$ cat src/rtl/sprite_frame_scheduler.sv
// Frame-synchronous sprite register controller: host writes land in shadow
// registers and are committed to the compositor's active registers at vblank start.
module sprite_frame_scheduler #(
  parameter int unsigned NUM_OBJ      = 6,
  parameter int unsigned VACTIVE      = 480,
  parameter int unsigned ANIM_DEFAULT = 6
) (
  input  logic                 clk,
  input  logic                 reset,
  input  logic                 chipselect,
  input  logic                 write,
  input  logic                 read,
  input  logic [8:0]           address,
  input  logic [31:0]          writedata,
  output logic [31:0]          readdata,
  input  logic [10:0]          hcount,
  input  logic [9:0]           vcount,
  output logic [8*NUM_OBJ-1:0] obj_x,
  output logic [8*NUM_OBJ-1:0] obj_y,
  output logic [NUM_OBJ-1:0]   obj_en,
  output logic [3:0]           score,
  output logic [1:0]           anim_state,
  output logic                 frame_tick,
  output logic                 commit
);

  localparam int unsigned XY_W    = 8 * NUM_OBJ;
  localparam int unsigned PER_W   = 8;
  localparam int unsigned FCNT_W  = 16;
  localparam int unsigned SCORE_W = 4;
  localparam int unsigned ANIM_W  = 2;

  localparam logic [8:0] ADDR_SCORE  = 9'd12;
  localparam logic [8:0] ADDR_EN     = 9'd13;
  localparam logic [8:0] ADDR_PERIOD = 9'd14;
  localparam logic [8:0] ADDR_CTRL   = 9'd15;
  localparam logic [8:0] ADDR_STATUS = 9'd16;

  // Shadow (host-facing) registers
  logic [XY_W-1:0]    sh_x_q, sh_x_d;
  logic [XY_W-1:0]    sh_y_q, sh_y_d;
  logic [NUM_OBJ-1:0] sh_en_q, sh_en_d;
  logic [SCORE_W-1:0] sh_score_q, sh_score_d;

  // Active (compositor-facing) registers
  logic [XY_W-1:0]    act_x_q, act_x_d;
  logic [XY_W-1:0]    act_y_q, act_y_d;
  logic [NUM_OBJ-1:0] act_en_q, act_en_d;
  logic [SCORE_W-1:0] act_score_q, act_score_d;

  // Control and animation state
  logic [PER_W-1:0]   period_q, period_d;
  logic [PER_W-1:0]   div_q, div_d;
  logic [ANIM_W-1:0]  anim_q, anim_d;
  logic [FCNT_W-1:0]  fcnt_q, fcnt_d;
  logic               lock_q, lock_d;
  logic               pending_q, pending_d;
  logic               tick_q, tick_d;
  logic               commit_q, commit_d;
  logic [31:0]        rdata_q, rdata_d;

  logic wr_c;
  logic rd_c;
  logic frame_start_c;
  logic do_commit_c;
  logic unused_wdata_c;

  assign wr_c          = chipselect & write;
  assign rd_c          = chipselect & read;
  assign frame_start_c = (hcount == 11'd0) && (vcount == 10'(VACTIVE));
  assign do_commit_c   = frame_start_c & pending_q & ~lock_q;
  assign unused_wdata_c = ^writedata[31:8];

  // State registers
  always_ff @(posedge clk or posedge reset) begin
    if (reset) begin
      sh_x_q      <= '0;
      sh_y_q      <= '0;
      sh_en_q     <= '1;
      sh_score_q  <= '0;
      act_x_q     <= '0;
      act_y_q     <= '0;
      act_en_q    <= '1;
      act_score_q <= '0;
      period_q    <= PER_W'(ANIM_DEFAULT);
      div_q       <= '0;
      anim_q      <= '0;
      fcnt_q      <= '0;
      lock_q      <= 1'b0;
      pending_q   <= 1'b0;
      tick_q      <= 1'b0;
      commit_q    <= 1'b0;
      rdata_q     <= '0;
    end else begin
      sh_x_q      <= sh_x_d;
      sh_y_q      <= sh_y_d;
      sh_en_q     <= sh_en_d;
      sh_score_q  <= sh_score_d;
      act_x_q     <= act_x_d;
      act_y_q     <= act_y_d;
      act_en_q    <= act_en_d;
      act_score_q <= act_score_d;
      period_q    <= period_d;
      div_q       <= div_d;
      anim_q      <= anim_d;
      fcnt_q      <= fcnt_d;
      lock_q      <= lock_d;
      pending_q   <= pending_d;
      tick_q      <= tick_d;
      commit_q    <= commit_d;
      rdata_q     <= rdata_d;
    end
  end

  // Frame-start commit, animation divider and host writes
  always_comb begin
    sh_x_d      = sh_x_q;
    sh_y_d      = sh_y_q;
    sh_en_d     = sh_en_q;
    sh_score_d  = sh_score_q;
    act_x_d     = act_x_q;
    act_y_d     = act_y_q;
    act_en_d    = act_en_q;
    act_score_d = act_score_q;
    period_d    = period_q;
    div_d       = div_q;
    anim_d      = anim_q;
    fcnt_d      = fcnt_q;
    lock_d      = lock_q;
    pending_d   = pending_q;
    tick_d      = frame_start_c;
    commit_d    = do_commit_c;

    if (frame_start_c) begin
      fcnt_d = fcnt_q + FCNT_W'(1);
      if (period_q != '0) begin
        if (div_q >= period_q) begin
          div_d = '0;
        end else if (div_q == period_q - PER_W'(1)) begin
          div_d  = '0;
          anim_d = (anim_q == ANIM_W'(2)) ? '0 : anim_q + ANIM_W'(1);
        end else begin
          div_d = div_q + PER_W'(1);
        end
      end
    end

    // Commit copies the pre-edge shadow; a coincident write lands afterwards.
    if (do_commit_c) begin
      act_x_d     = sh_x_q;
      act_y_d     = sh_y_q;
      act_en_d    = sh_en_q;
      act_score_d = sh_score_q;
      pending_d   = 1'b0;
    end

    if (wr_c) begin
      for (int unsigned k = 0; k < NUM_OBJ; k++) begin
        if (address == 9'(2 * k)) begin
          sh_x_d[8*k +: 8] = writedata[7:0];
        end
        if (address == 9'(2 * k + 1)) begin
          sh_y_d[8*k +: 8] = writedata[7:0];
        end
      end
      case (address)
        ADDR_SCORE:  sh_score_d = writedata[SCORE_W-1:0];
        ADDR_EN:     sh_en_d    = writedata[NUM_OBJ-1:0];
        ADDR_PERIOD: begin
          period_d = writedata[PER_W-1:0];
          div_d    = '0;
        end
        ADDR_CTRL:   lock_d     = writedata[0];
        default: ;
      endcase
      if (address < ADDR_PERIOD) begin
        pending_d = 1'b1;
      end
    end
  end

  // Registered read mux; readdata holds between reads
  always_comb begin
    rdata_d = rdata_q;
    if (rd_c) begin
      rdata_d = '0;
      for (int unsigned k = 0; k < NUM_OBJ; k++) begin
        if (address == 9'(2 * k)) begin
          rdata_d = 32'(sh_x_q[8*k +: 8]);
        end
        if (address == 9'(2 * k + 1)) begin
          rdata_d = 32'(sh_y_q[8*k +: 8]);
        end
      end
      case (address)
        ADDR_SCORE:  rdata_d = 32'(sh_score_q);
        ADDR_EN:     rdata_d = 32'(sh_en_q);
        ADDR_PERIOD: rdata_d = 32'(period_q);
        ADDR_CTRL:   rdata_d = 32'(lock_q);
        ADDR_STATUS: rdata_d = {fcnt_q, 12'd0, anim_q, lock_q, pending_q};
        default: ;
      endcase
    end
  end

  assign readdata   = rdata_q;
  assign obj_x      = act_x_q;
  assign obj_y      = act_y_q;
  assign obj_en     = act_en_q;
  assign score      = act_score_q;
  assign anim_state = anim_q;
  assign frame_tick = tick_q;
  assign commit     = commit_q;

endmodule

$ cat config.mk
export PLATFORM = sky130hd
export DESIGN_NAME = sprite_frame_scheduler
export DESIGN_NICKNAME = d
export VERILOG_FILES = /design/src/rtl/sprite_frame_scheduler.sv
export SDC_FILE = /design/constraint.sdc
export NUM_CORES = 1
export LEC_CHECK = 0
export CORE_MARGIN = 2
export CORE_UTILIZATION = 48
export DETAILED_ROUTE_END_ITERATION = 16
export GPL_ROUTABILITY_DRIVEN = 0
export HOLD_SLACK_MARGIN = 0.15
export PLACE_DENSITY = 0.84
export SYNTH_ARGS = -nofsm -noshare
export SYNTH_HDL_FRONTEND = slang
export SYNTH_SLANG_ARGS = --single-unit
$ cat constraint.sdc
create_clock -name clk -period 8.4 [get_ports clk]
set_clock_uncertainty 0.1 [all_clocks]
set_input_delay 0.84 -clock clk [delete_from_list [all_inputs] [get_ports clk]]
set_output_delay 0.84 -clock clk [all_outputs]
set_load 0.01 [all_outputs]
Word level (Yosys, flattened, before mapping). Index checks and enable logic that the tools add are counted.

Logic and storage cells: 102. Bits in registers: 282. Output and inout bits: 142. Bits of input ports: 67.

Multiplexer cells: 23. Reductions and logical operators: 21. Bitwise gates (word level): 6. $add $sub $neg: 4. Equality and inequality tests: 19. $lt $le $gt $ge: 2.

Operators with widths (number): 2-to-1 mux 32 bit (11); one-hot mux 32 bit (5 select lines) (1); == test 9 x 4 -> 1 bit (second input constant) (8); 2-to-1 mux 8 bit (7); == test 9 x 3 -> 1 bit (second input constant) (4); AND reduction 2 bit (16); == test 9 x 2 -> 1 bit (second input constant) (2); adder 16 x 1 -> 16 bit (second input constant) (1); zero test 11 bit (1); == test 10 x 9 -> 1 bit (second input constant) (1); == test 9 x 1 -> 1 bit (second input constant) (1); == test 9 x 5 -> 1 bit (second input constant) (1); zero test 9 bit (1); less-than comparator 9 x 4 -> 1 bit (second input constant) (1); adder 8 x 1 -> 8 bit (second input constant) (1); == test 8 bit (1); greater-or-equal comparator 8 bit (1); nonzero test 8 bit (1); subtractor 8 x 1 -> 8 bit (second input constant) (1); bitwise AND 1 bit (4); AND reduction 4 bit (1); 2-to-1 mux 1 bit (3); adder 2 x 1 -> 2 bit (second input constant) (1); == test 2 bit (second input constant) (1); other kinds (3) (4).

Depth between registers and ports, before layout.
Depth after elaboration: 14. Gate-level depth with buffers: 10.

Least setup slack after synthesis. OpenSTA, ideal clock, no wires.

Path type: input -> register. Start point: input port address[5]. End point: register sh_x_q[16]. Path slack: 5.594 ns. Required time: 8.175 ns. Arrival time: 2.581 ns. Setup time: 0.125 ns. Path buffers: 0. Cell stages on the path: 5. Cells stage by stage: or4_4 -> nor2_4 -> nand3_2 -> nor4_4 -> mux2_4.

Longest elaborated chain between the ends: 2.

Ends and longest elaborated chain: start, declared (line 13) `input logic [8:0] address,`; == test 9 x 3 -> 1 bit (line 159) `if (address == 9'(2 * k)) begin`; AND reduction 2 bit (no line); end signal, assigned (line 77) `sh_x_q <= '0;`; end signal, assigned (line 95) `sh_x_q <= sh_x_d;`; end, declared (line 40) `logic [XY_W-1:0] sh_x_q, sh_x_d;`.

No other way between the ends. A chain may end at the register's enable or synchronous reset.

Worst setup path after layout.
Start point: input port address[5]. End point: register sh_y_q[14].

Longest elaborated chain between the ends: 2.

Ends and longest elaborated chain: == test 9 x 2 -> 1 bit (line 162) `if (address == 9'(2 * k + 1)) begin`; AND reduction 2 bit (no line); end signal, assigned (line 96) `sh_y_q <= sh_y_d;`; end, declared (line 41) `logic [XY_W-1:0] sh_y_q, sh_y_d;`.

No other way between the ends.

==> out/summary.txt <==
Crit Path Class: primary input to register
largest net degree at the start of global routing: 201
Hold Path Class: register to register
maximum vdd drop: 0.146 mV
cell internal pwr: 2.11 mW
Syn Inst Count: 1,223
CTS tree: yes
clock buffer depth: 3
Die Height: 165 µm
Filler cells: 1,946
commonest cells in the netlist: 397 x nand2_1, 260 x dfrtp_1, 104 x mux2_2
Netlist Area Pre-Place: 12,400 µm²
mux contribution to synthesized area: 12.0%
Comb pwr share: 5.3%
Synth area leaders: dfrtp_1 52%, nand2_1 12%, mux2_2 9.4%
TNS Setup: 0 ns
most common cell in the netlist: nand2_1
power density over the cells: 178 nW/µm²
CTS Hold Buffers Added: 0
Layout Nets: 1,448
htree depth: 1
dpl cell area: 14,400 µm²
DR WL/cell: 19.8 µm
Synth Area in XOR/XNOR: 2.19%
max-slew violations: 0
final hold violation count: 0
Avg Cell Area, Syn: 10.2 µm²
post-CTS setup buffers: 0
Worst Path Required: 8.73 ns
Critical path origin: address[5]
count of flip-flops with a built-in enable after synthesis: 0
PortBufs: 176
chip width: 165 µm
Post-Synth Adder-Cell Area: 1.21%
Unique masters post-synth: 67
antenna-violating nets left: 0
max_slew headroom: 13.5%
#FFs+latches synth: 274
CTS Sinks: 274
combinational family with the most area after synthesis: simple AND/OR/NAND/NOR gates
Post-DP HPWL: 23.1 mm
PostCTS Resize Cnt: 0
Rows: 58
vias in the first global route: 9,846
actual slew at the worst max-slew pin: 1.29 ns
Reg2Reg Depth: 8
Synth top area share: 52.4%
layout cells sized above 1: 13.5%
CP arrival: 4.53 ns
GRT overflow: 0
drt via density: 5.79
YS warnings: 0
post-route cell area: 15,300 µm²
sw power: 0.612 mW
crit start category: primary input
core area: 25,300 µm²
run status: complete, no violations
Via Count: 9,954
area leader, netlist: dfrtp_1
cts bufs inserted: 27
DR iter-0 viols: 965
Clk pwr share: 45.2%
Async SR Flop Fraction: 100%
sequential fraction of design power: 49.5%
Die ar.: 27,200 µm²
Initial Util: 49.0%
Syn-to-layout area delta: 22.9%
sequential share of the synthesized area: 55.3%
simple-gate portion of the synthesized area: 19.2%
reg-to-reg slack, setup: 5.66 ns
worst r2r src: period_q[0]
worst skew pair latency: 0.55 ns
CP max FO: 11
Tot GR Track Use: 25.3%
drt pass-1 iters: 6
Critical Path Sink Type: register
MaxCap Viol Count: 0
Min Clock Period, post-route: 4.20 ns
capture point of the critical path: sh_y_q[14]
Final setup viols: 0
static leakage: 7.39 nW
initial antenna violation count: 1
Reg-to-Reg End: anim_state[1]
Synth Area in Compound Gates: 6.87%
prevailing post-synth register cell: dfrtp_1
CTS root buffer: clkbuf_16
Worst-path clk slew: 0.06 ns
RSZ-0062 raised after global routing: no
IO Count: 209
drt total wl: 34.0 mm
period utilization: 50.0%
Sw Share: 22.5%
first-pass GRT wire length: 53.9 mm
FMAX: 238 MHz
Post-route DRC: 0
## cells in the final DEF (no fill, tap or decap), drive strengths merged, types with 6 or more instances in the layout
cell type,synthesis,layout
conb,1,8
xnor2,22,22
inv,17,17
dfrtp,260,260
xor2,9,9
nor2,44,44
a21oi,29,29
a31oi,7,7
a221oi,7,7
clkbuf,45,41
nor3,15,15
ha,12,12
o21ai,37,37
nand3,37,37
or3,7,7
nor2b,7,7
nand4,7,7
nor4,7,7
mux2i,13,13
mux2,112,112
and3,9,9
nand2,397,397
a211oi,6,6
buf,28,8
clkdlybuf4s50,0,175
or4,6,6
o22ai,7,7
dfstp,14,14
## routing by layer
layer  global-route usage (%)  wire length, µm
met2                     38.9            15700
met1                     35.1            14000
met5                        0                0
met3                     5.60             3110
met4                     9.88             1230
## kinds of logic (layout without fill, tap and decap cells)
family                   Yosys count  count (layout)
multiplexers                     128             128
AND/OR/NAND/NOR                  555             555
adder cells (fa/ha/maj)           12              12
AO/OA/AOI/OAI                    131             131
other                              1               9
flip-flops                       274             274
XOR/XNOR                          31              31
buffers and inverters             91             249
## registers in the layout, summed over array words and instances, names as in the netlist, 6 cells and up
signal    flops
obj_en        6
sh_en_q       6
sh_x_q       48
period_q      8
readdata     24
sh_y_q       48
fcnt_q       16
obj_x        48
div_q         8
obj_y        48
## power by group through the flow
stage / sequential (mW) / clock, mW / combinational (mW)
2_1_floorplan: 1.37 / 0 / 0.0829
3_3_place_gp: 1.37 / 0 / 0.137
3_5_place_dp: 1.37 / 0 / 0.141
4_1_cts: 1.35 / 1.24 / 0.143
5_1_grt: 1.35 / 1.29 / 0.157
6_report: 1.35 / 1.23 / 0.145
## how the worst min path moves through the flow
| stage | from | end | slack (ns) | depth (start not counted) |
|---|---|---|---|---|
| floorplan | sh_en_q[1] | obj_en[1] | 0.34 | 2 |
| global placement | obj_en[1] | obj_en[1] | 0.34 | 2 |
| detailed placement | obj_en[0] | obj_en[0] | 0.35 | 2 |
| CTS | obj_en[1] | obj_en[1] | 0.35 | 2 |
| global route | obj_en[0] | obj_en[0] | 0.37 | 2 |
| finish | obj_en[1] | obj_en[1] | 0.35 | 2 |
## metrics by stage
step           total power, mW  hold WS, ns  cells  util [%]  setup WS, ns
2_1_floorplan             1.45        0.345   1230         -          3.85
3_5_place_dp              1.51        0.346   1670      56.7          3.96
4_1_cts                   2.73        0.355   1718      60.3          4.41
5_1_grt                   2.80        0.368   1718      60.3          4.17
6_report                  2.72        0.351   1719      60.3          4.20
3_3_place_gp              1.51        0.345   1670      56.7          4.01
## critical path: stages
cell and delay (ns):
clkdlybuf4s50_1 0.42, nor4_1 0.90, nand2b_1 0.54, nor2_1 0.77
nand4_1 0.58, mux2_2 0.45
## cell type report
type	instances	area [µm²]	share of cell area [%]
clock inverter	7	125	0.820
multi-input combinational	865	5190	34.0
tap	330	413	2.70
sequential	274	6870	45.0
antenna	1	2.50	0.0164
clock buffer	41	768	5.03
inverter	18	71.3	0.467
timing repair buffer	183	1820	11.9
(Power assumes the default switching activity.)
